### config.mk
export PLATFORM = sky130hd
export DESIGN_NAME = rom_burst_reader
export DESIGN_NICKNAME = d
export VERILOG_FILES = /design/src/rtl/rom_burst_reader.sv
export SDC_FILE = /design/constraint.sdc
export NUM_CORES = 1
export LEC_CHECK = 0
export BUFFER_PORTS_ARGS = -buffer_cell sky130_fd_sc_hd__buf_2
export CAP_MARGIN = 20
export CORE_UTILIZATION = 45
export CTS_BUF_LIST = sky130_fd_sc_hd__clkbuf_2 sky130_fd_sc_hd__clkbuf_4 sky130_fd_sc_hd__clkbuf_8
export CTS_CLUSTER_SIZE = 10
export DETAILED_ROUTE_END_ITERATION = 12
export PLACE_DENSITY = 0.7
export SETUP_SLACK_MARGIN = 0.05
export SYNTH_ARGS = -nofsm -noshare
export SYNTH_HDL_FRONTEND = slang
export SYNTH_SLANG_ARGS = --single-unit
### constraint.sdc
create_clock -name clk -period 4.53 [get_ports clk]
set_clock_uncertainty 0.2 [all_clocks]
set_input_delay 0.2265 -clock clk [delete_from_list [all_inputs] [get_ports clk]]
set_output_delay 0.2265 -clock clk [all_outputs]
set_load 0.02 [all_outputs]
### src/rtl/rom_burst_reader.sv
// Burst read initiator for a single-port registered ROM: issues one read per word,
// presents each word on a valid/ready stream and accumulates an additive checksum.
module rom_burst_reader #(
    parameter int ADDR_W = 4,
    parameter int DATA_W = 8,
    parameter int LEN_W  = ADDR_W + 1
) (
    input  logic              clk,
    input  logic              rst,
    input  logic              start,
    input  logic [ADDR_W-1:0] base_addr,
    input  logic [LEN_W-1:0]  length,
    output logic              enable,
    output logic [ADDR_W-1:0] addr,
    input  logic [DATA_W-1:0] outdata,
    output logic [DATA_W-1:0] out_data,
    output logic              out_valid,
    input  logic              out_ready,
    output logic              busy,
    output logic              done,
    output logic [DATA_W-1:0] checksum
);
    // state   | meaning
    // IDLE    | waiting for start
    // ISSUE   | ROM read strobe for cur_addr
    // WAIT    | ROM read latency; word captured at end of cycle
    // PRESENT | word offered to consumer until accepted
    // DONE    | one-cycle done pulse, checksum final
    typedef enum logic [2:0] {
        IDLE    = 3'd0,
        ISSUE   = 3'd1,
        WAIT    = 3'd2,
        PRESENT = 3'd3,
        DONE    = 3'd4
    } state_t;

    state_t state;
    state_t state_nxt;

    logic [ADDR_W-1:0] cur_addr;
    logic [ADDR_W-1:0] addr_r;
    logic [LEN_W-1:0]  remaining;
    logic [DATA_W-1:0] data_r;
    logic [DATA_W-1:0] sum_r;
    logic              last;

    assign last = (remaining == LEN_W'(1));

    always_ff @(posedge clk) begin
        if (rst) state <= IDLE;
        else     state <= state_nxt;
    end

    always_comb begin
        state_nxt = state;
        case (state)
            IDLE: begin
                if (start) state_nxt = (length != '0) ? ISSUE : DONE;
            end
            ISSUE:   state_nxt = WAIT;
            WAIT:    state_nxt = PRESENT;
            PRESENT: begin
                if (out_ready) state_nxt = last ? DONE : ISSUE;
            end
            DONE:    state_nxt = IDLE;
            default: state_nxt = IDLE;
        endcase
    end

    always_comb begin
        enable    = 1'b0;
        out_valid = 1'b0;
        done      = 1'b0;
        busy      = (state != IDLE);
        case (state)
            ISSUE:   enable    = 1'b1;
            PRESENT: out_valid = 1'b1;
            DONE:    done      = 1'b1;
            default: ;
        endcase
    end

    // addr_r only moves when a new read is about to be issued, so addr holds
    // its last driven value while enable is low.
    always_ff @(posedge clk) begin
        if (rst) begin
            cur_addr  <= '0;
            addr_r    <= '0;
            remaining <= '0;
            data_r    <= '0;
            sum_r     <= '0;
        end else begin
            case (state)
                IDLE: begin
                    if (start) begin
                        cur_addr  <= base_addr;
                        remaining <= length;
                        sum_r     <= '0;
                        if (length != '0) addr_r <= base_addr;
                    end
                end
                WAIT: data_r <= outdata;
                PRESENT: begin
                    if (out_ready) begin
                        sum_r     <= sum_r + data_r;
                        remaining <= remaining - 1'b1;
                        cur_addr  <= cur_addr + 1'b1;
                        if (!last) addr_r <= cur_addr + 1'b1;
                    end
                end
                default: ;
            endcase
        end
    end

    assign addr     = addr_r;
    assign out_data = data_r;
    assign checksum = sum_r;

endmodule
* Yosys cells after proc, flatten, opt, wreduce, memory -nomap -nowiden *
Cells that the tools add are included.

operators by class
  $add $sub $neg = 3
  eq/ne operators = 9
  mux-type cells = 22
  reduce and logical (&&, ||, !) cells = 7

operators by type and width
  operator               number
  $mux W4                6
  $mux W8                2
  $pmux W4 S2            2
  $pmux W8 S2            1
  $mux W3                4
  $pmux W3 S4            1
  $mux W5                2
  $pmux W5 S2            1
  $add A8 B8 Y8          1
  $ne A2 B2 Y1 const B   4
  $eq A3 B2 Y1 const B   2
  $eq A5 B1 Y1 const B   1
  $reduce_and A5 Y1      1
  $reduce_bool A5 Y1     1
  $sub A5 B1 Y5 const B  1
  $add A4 B1 Y4 const B  1
  $eq A3 B1 Y1 const B   1
  $eq A3 B3 Y1 const B   1
  $logic_not A3 Y1       1
  $mux W1                3
  $reduce_and A3 Y1      1
  $reduce_bool A3 Y1     1
  $reduce_and A2 Y1      1
  $reduce_bool A2 Y1     1

word-level totals
  flip-flop bits (word level) = 32
  input port bits = 21

* Logic depth before layout (Yosys ltp) *
  word-level depth = 4
  depth in mapped cells = 10

* Worst setup path before layout *
No wires, ideal clock.

  kind = register to register
  start point = register sum_r[1] (netlist: checksum[1])
  end point = register sum_r[7] (netlist: checksum[7])
  setup time = 0.074 ns
  data arrival time = 1.908 ns
  data required time = 4.256 ns
  path slack = 2.347 ns
  cell stages (with the launch flop) = 9
  path buffers = 0
  clock period less this slack = 2.183 ns
  path through = dfxtp_1 ha_1 a211oi_1 nor2_1 a41o_1 nor2_1 xor2_1 or3_1 a31oi_1

between the ends
  cells in the longest elaborated chain, start to end = 3

ends and longest elaborated chain
  item                    line  RTL
  from (decl)             44    logic [DATA_W-1:0] sum_r;
  from (signal assigned)  105   sum_r <= sum_r + data_r;
  $add A8 B8 Y8           105
  $mux W8                 104   if (out_ready) begin
  $pmux W8 S2             93    case (state)

No other way between the ends. The select of a mux whose other input is x is not followed.
A chain may end at the register's enable or synchronous reset.

* Worst setup path after layout *
  start point = register state[2]
  end point = output port out_valid

between the ends
  cells in the longest elaborated chain, start to end = 2

ends and longest elaborated chain
  item                    line  RTL
  from (decl)             37    state_t state;
  from (signal assigned)  51    else state <= state_nxt;
  $eq A3 B2 Y1            75    case (state)
  $mux W1                 75
  to (decl)               17    output logic out_valid,

No other way between the ends.

==> flow_summary_export.csv <==
group,metric,value,unit
sta,hold_slack,0.0182,ns
layout,n_fill_cell,361,
clock_tree,cts.sink_count,32,
logic_synthesis,ys_ff_latch,32,
sta,hold_viol_final,0,
logic_synthesis,synth_area_leaders,"dfxtp_1, nor2_1, ha_1, mux2i_1, nand2_1",
job,cap_violations,0,
floorplanning,core_area,3690,µm²
sta,fmax,439,MHz
logic_synthesis,async_flop_share,0,
setup_path,critPathKind,"reg -> out",
setup_path,critPathLaunchType,"flip-flop",
setup_path,r2r_setup_slack,2.32,ns
detailed_routing,ant_nets,0,
layout,final_net_count,292,
power_and_ir_drop,ir_drop,0.000172,V
logic_synthesis,yosysTopAreaCellShare,0.366,
logic_synthesis,synth_cells,211,
clock_tree,cts-resized-gates,0,
floorplanning,ios,45,
clock_tree,post_cts_buffers,0,
logic_synthesis,netlist_area,1750,µm²
power_and_ir_drop,power,0.000734,W
clock_tree,htreeDepth,2,
power_and_ir_drop,p_per_area,339,nW/µm²
grt,grt_pass1_vias,1509,
detailed_routing,via_count,1612,
placement,place_hpwl,2650,µm
logic_synthesis,synth.distinct_cells,45,
detailed_routing,viasPerCell,5.22,
logic_synthesis,avgSynthCellArea,8.29,µm²
placement,dp_slack,2.35,ns
detailed_routing,wire_per_inst,12.7,µm
sta,tightest_slew,0.941,ns
logic_synthesis,yosysTopAreaCell,"dfxtp_1",
grt,grt_pass1_wl,6580,µm
logic_synthesis,synth.net_count,243,
grt,overflow,0,
detailed_routing,drt_wl_total,3930,µm
clock_tree,clk_pin_slew,0.07,ns
sta,setup_violations,0,
floorplanning,fp.dieArea,4140,µm²
floorplanning,die_h,64.3,µm
grt,grt.total_usage,0.208,
sta,report.final.slew_viol_count,0,
clock_tree,clockBufferDepth,2,
placement,io_buffers,44,
grt,antenna_found_initial,0,
layout,diodes,0,
layout,fin_area,2160,µm²
layout,final_cell_mix,"buf_2, nor2_1, dfxtp_1, nand2_1, a21oi_1",
floorplanning,die_w,64.3,µm
layout,drive_gt1_frac,0.226,
setup_path,crit_required,4.10,ns
setup_path,critical_path.max_fanout,19,
layout,mostFrequentLayoutCell,"buf_2",
clock_tree,cts-root-buf,"clkbuf_8",
min_path,hold_path_class,"in -> reg",
detailed_routing,drt-pass1-iter-count,4,
clock_tree,hold_buffers,8,
grt,grt_max_degree,34,
sta,rsz0062_at_grt,"false",
logic_synthesis,yosys_most_used_dff,"dfxtp_1",
logic_synthesis,synth-edff-count,0,
sta,post-route-min-period,2.28,ns
sta,relSlewSlack,0.370,
sta,worst_slack,2.25,ns
detailed_routing,drc,0,
clock_tree,cts_tree,"yes",
clock_tree,insertion_delay,0.28,ns
power_and_ir_drop,leakage,0.987,nW
logic_synthesis,yosysWarningCount,0,
clock_tree,numCtsBuffers,5,
placement,placed_cell_area,1980,µm²
setup_path,critPathArrivalTime,1.85,ns
sta,setup_tns,0,ns
floorplanning,initial_core_util,0.474,
placement,place.gp.congestion,0.753,
sta,finalCritPeriodShare,0.503,
floorplanning,rows,22,
layout,syn2layout_area_growth,23.6,%
logic_synthesis,synth_seq_area_share,0.366,
detailed_routing,drtIter0Drc,109,
setup_path,worstSetupEndpointType,"output pin",
status,status,"finished, final reports clean",
## registers in the layout (all words and copies together), names as in the netlist
| signal | count |
|---|---|
| state | 3 |
| out_data | 8 |
| checksum | 8 |
| remaining | 5 |
| addr | 4 |
| cur_addr | 4 |
## through the flow
stage                     cells   util
after floorplan             211      -
after global placement      293  0.538
after detailed placement    293  0.538
after CTS                   309  0.586
after global routing        309  0.586
final                       309  0.586
## cell usage after synthesis (2+ instances only)
| cell | number |
|---|---|
| nand3b_1 | 3 |
| nor2_1 | 34 |
| xnor2_1 | 4 |
| or3_1 | 2 |
| a21oi_1 | 16 |
| xor2_1 | 3 |
| clkbuf_1 | 4 |
| nor3_1 | 3 |
| a22oi_1 | 5 |
| nor3b_1 | 2 |
| buf_2 | 4 |
| o21ai_0 | 9 |
| dfxtp_1 | 32 |
| a21o_1 | 2 |
| o31ai_1 | 3 |
| inv_1 | 8 |
| mux2i_1 | 10 |
| nor4b_1 | 2 |
| a2bb2oi_1 | 2 |
| nand2_1 | 25 |
| ha_1 | 10 |
| o211ai_1 | 2 |
| nand3_1 | 4 |
## cells by family after synthesis
logic type	Yosys count	share of synthesized area
multiplexers	11	0.0637
flip-flops	32	0.366
AO/OA/AOI/OAI	50	0.185
adder cells (fa/ha/maj)	11	0.0830
XOR/XNOR	7	0.0351
buffers and inverters	19	0.0551
AND/OR/NAND/NOR	81	0.212
## power breakdown
part	leakage [nW]	switching, W	internal, W
sequential	0.261	0.0000202	0.000304
combinational	0.674	0.000103	0.0000704
clock	0.0523	0.000101	0.000136
total	0.987	0.000224	0.000510
## worst paths after layout
kind	depth (start not counted)	start	endpoint
max	3	state[2]	out_valid
min	3	length[0]	remaining[0]
max reg2reg	5	state[2]	addr[1]
min reg2reg	2	cur_addr[3]	cur_addr[3]
## worst max-delay path: stages (launching register included)
cell	delay, ns
dfxtp_1	0.53
or2_1	0.68
clkinv_8	0.15
buf_2	0.20
## cell type report
cell class,instances,area (µm²),share of cell area
Clock buffer,8,97.6,0.0451
Inverter,9,46.3,0.0214
Multi-Input combinational cell,160,1020,0.470
Sequential cell,32,641,0.296
Tap cell,48,60.1,0.0278
Timing Repair Buffer,52,300,0.139
## per-layer routing
metal,routed length (µm),global-route usage,up-vias
met5,0,0,-
met4,37,0.0861,0
met3,146,0.0321,4
met2,1940,0.366,34
met1,1810,0.248,740
li1,-,-,834
Note: power is estimated with default switching activity, not from simulation.
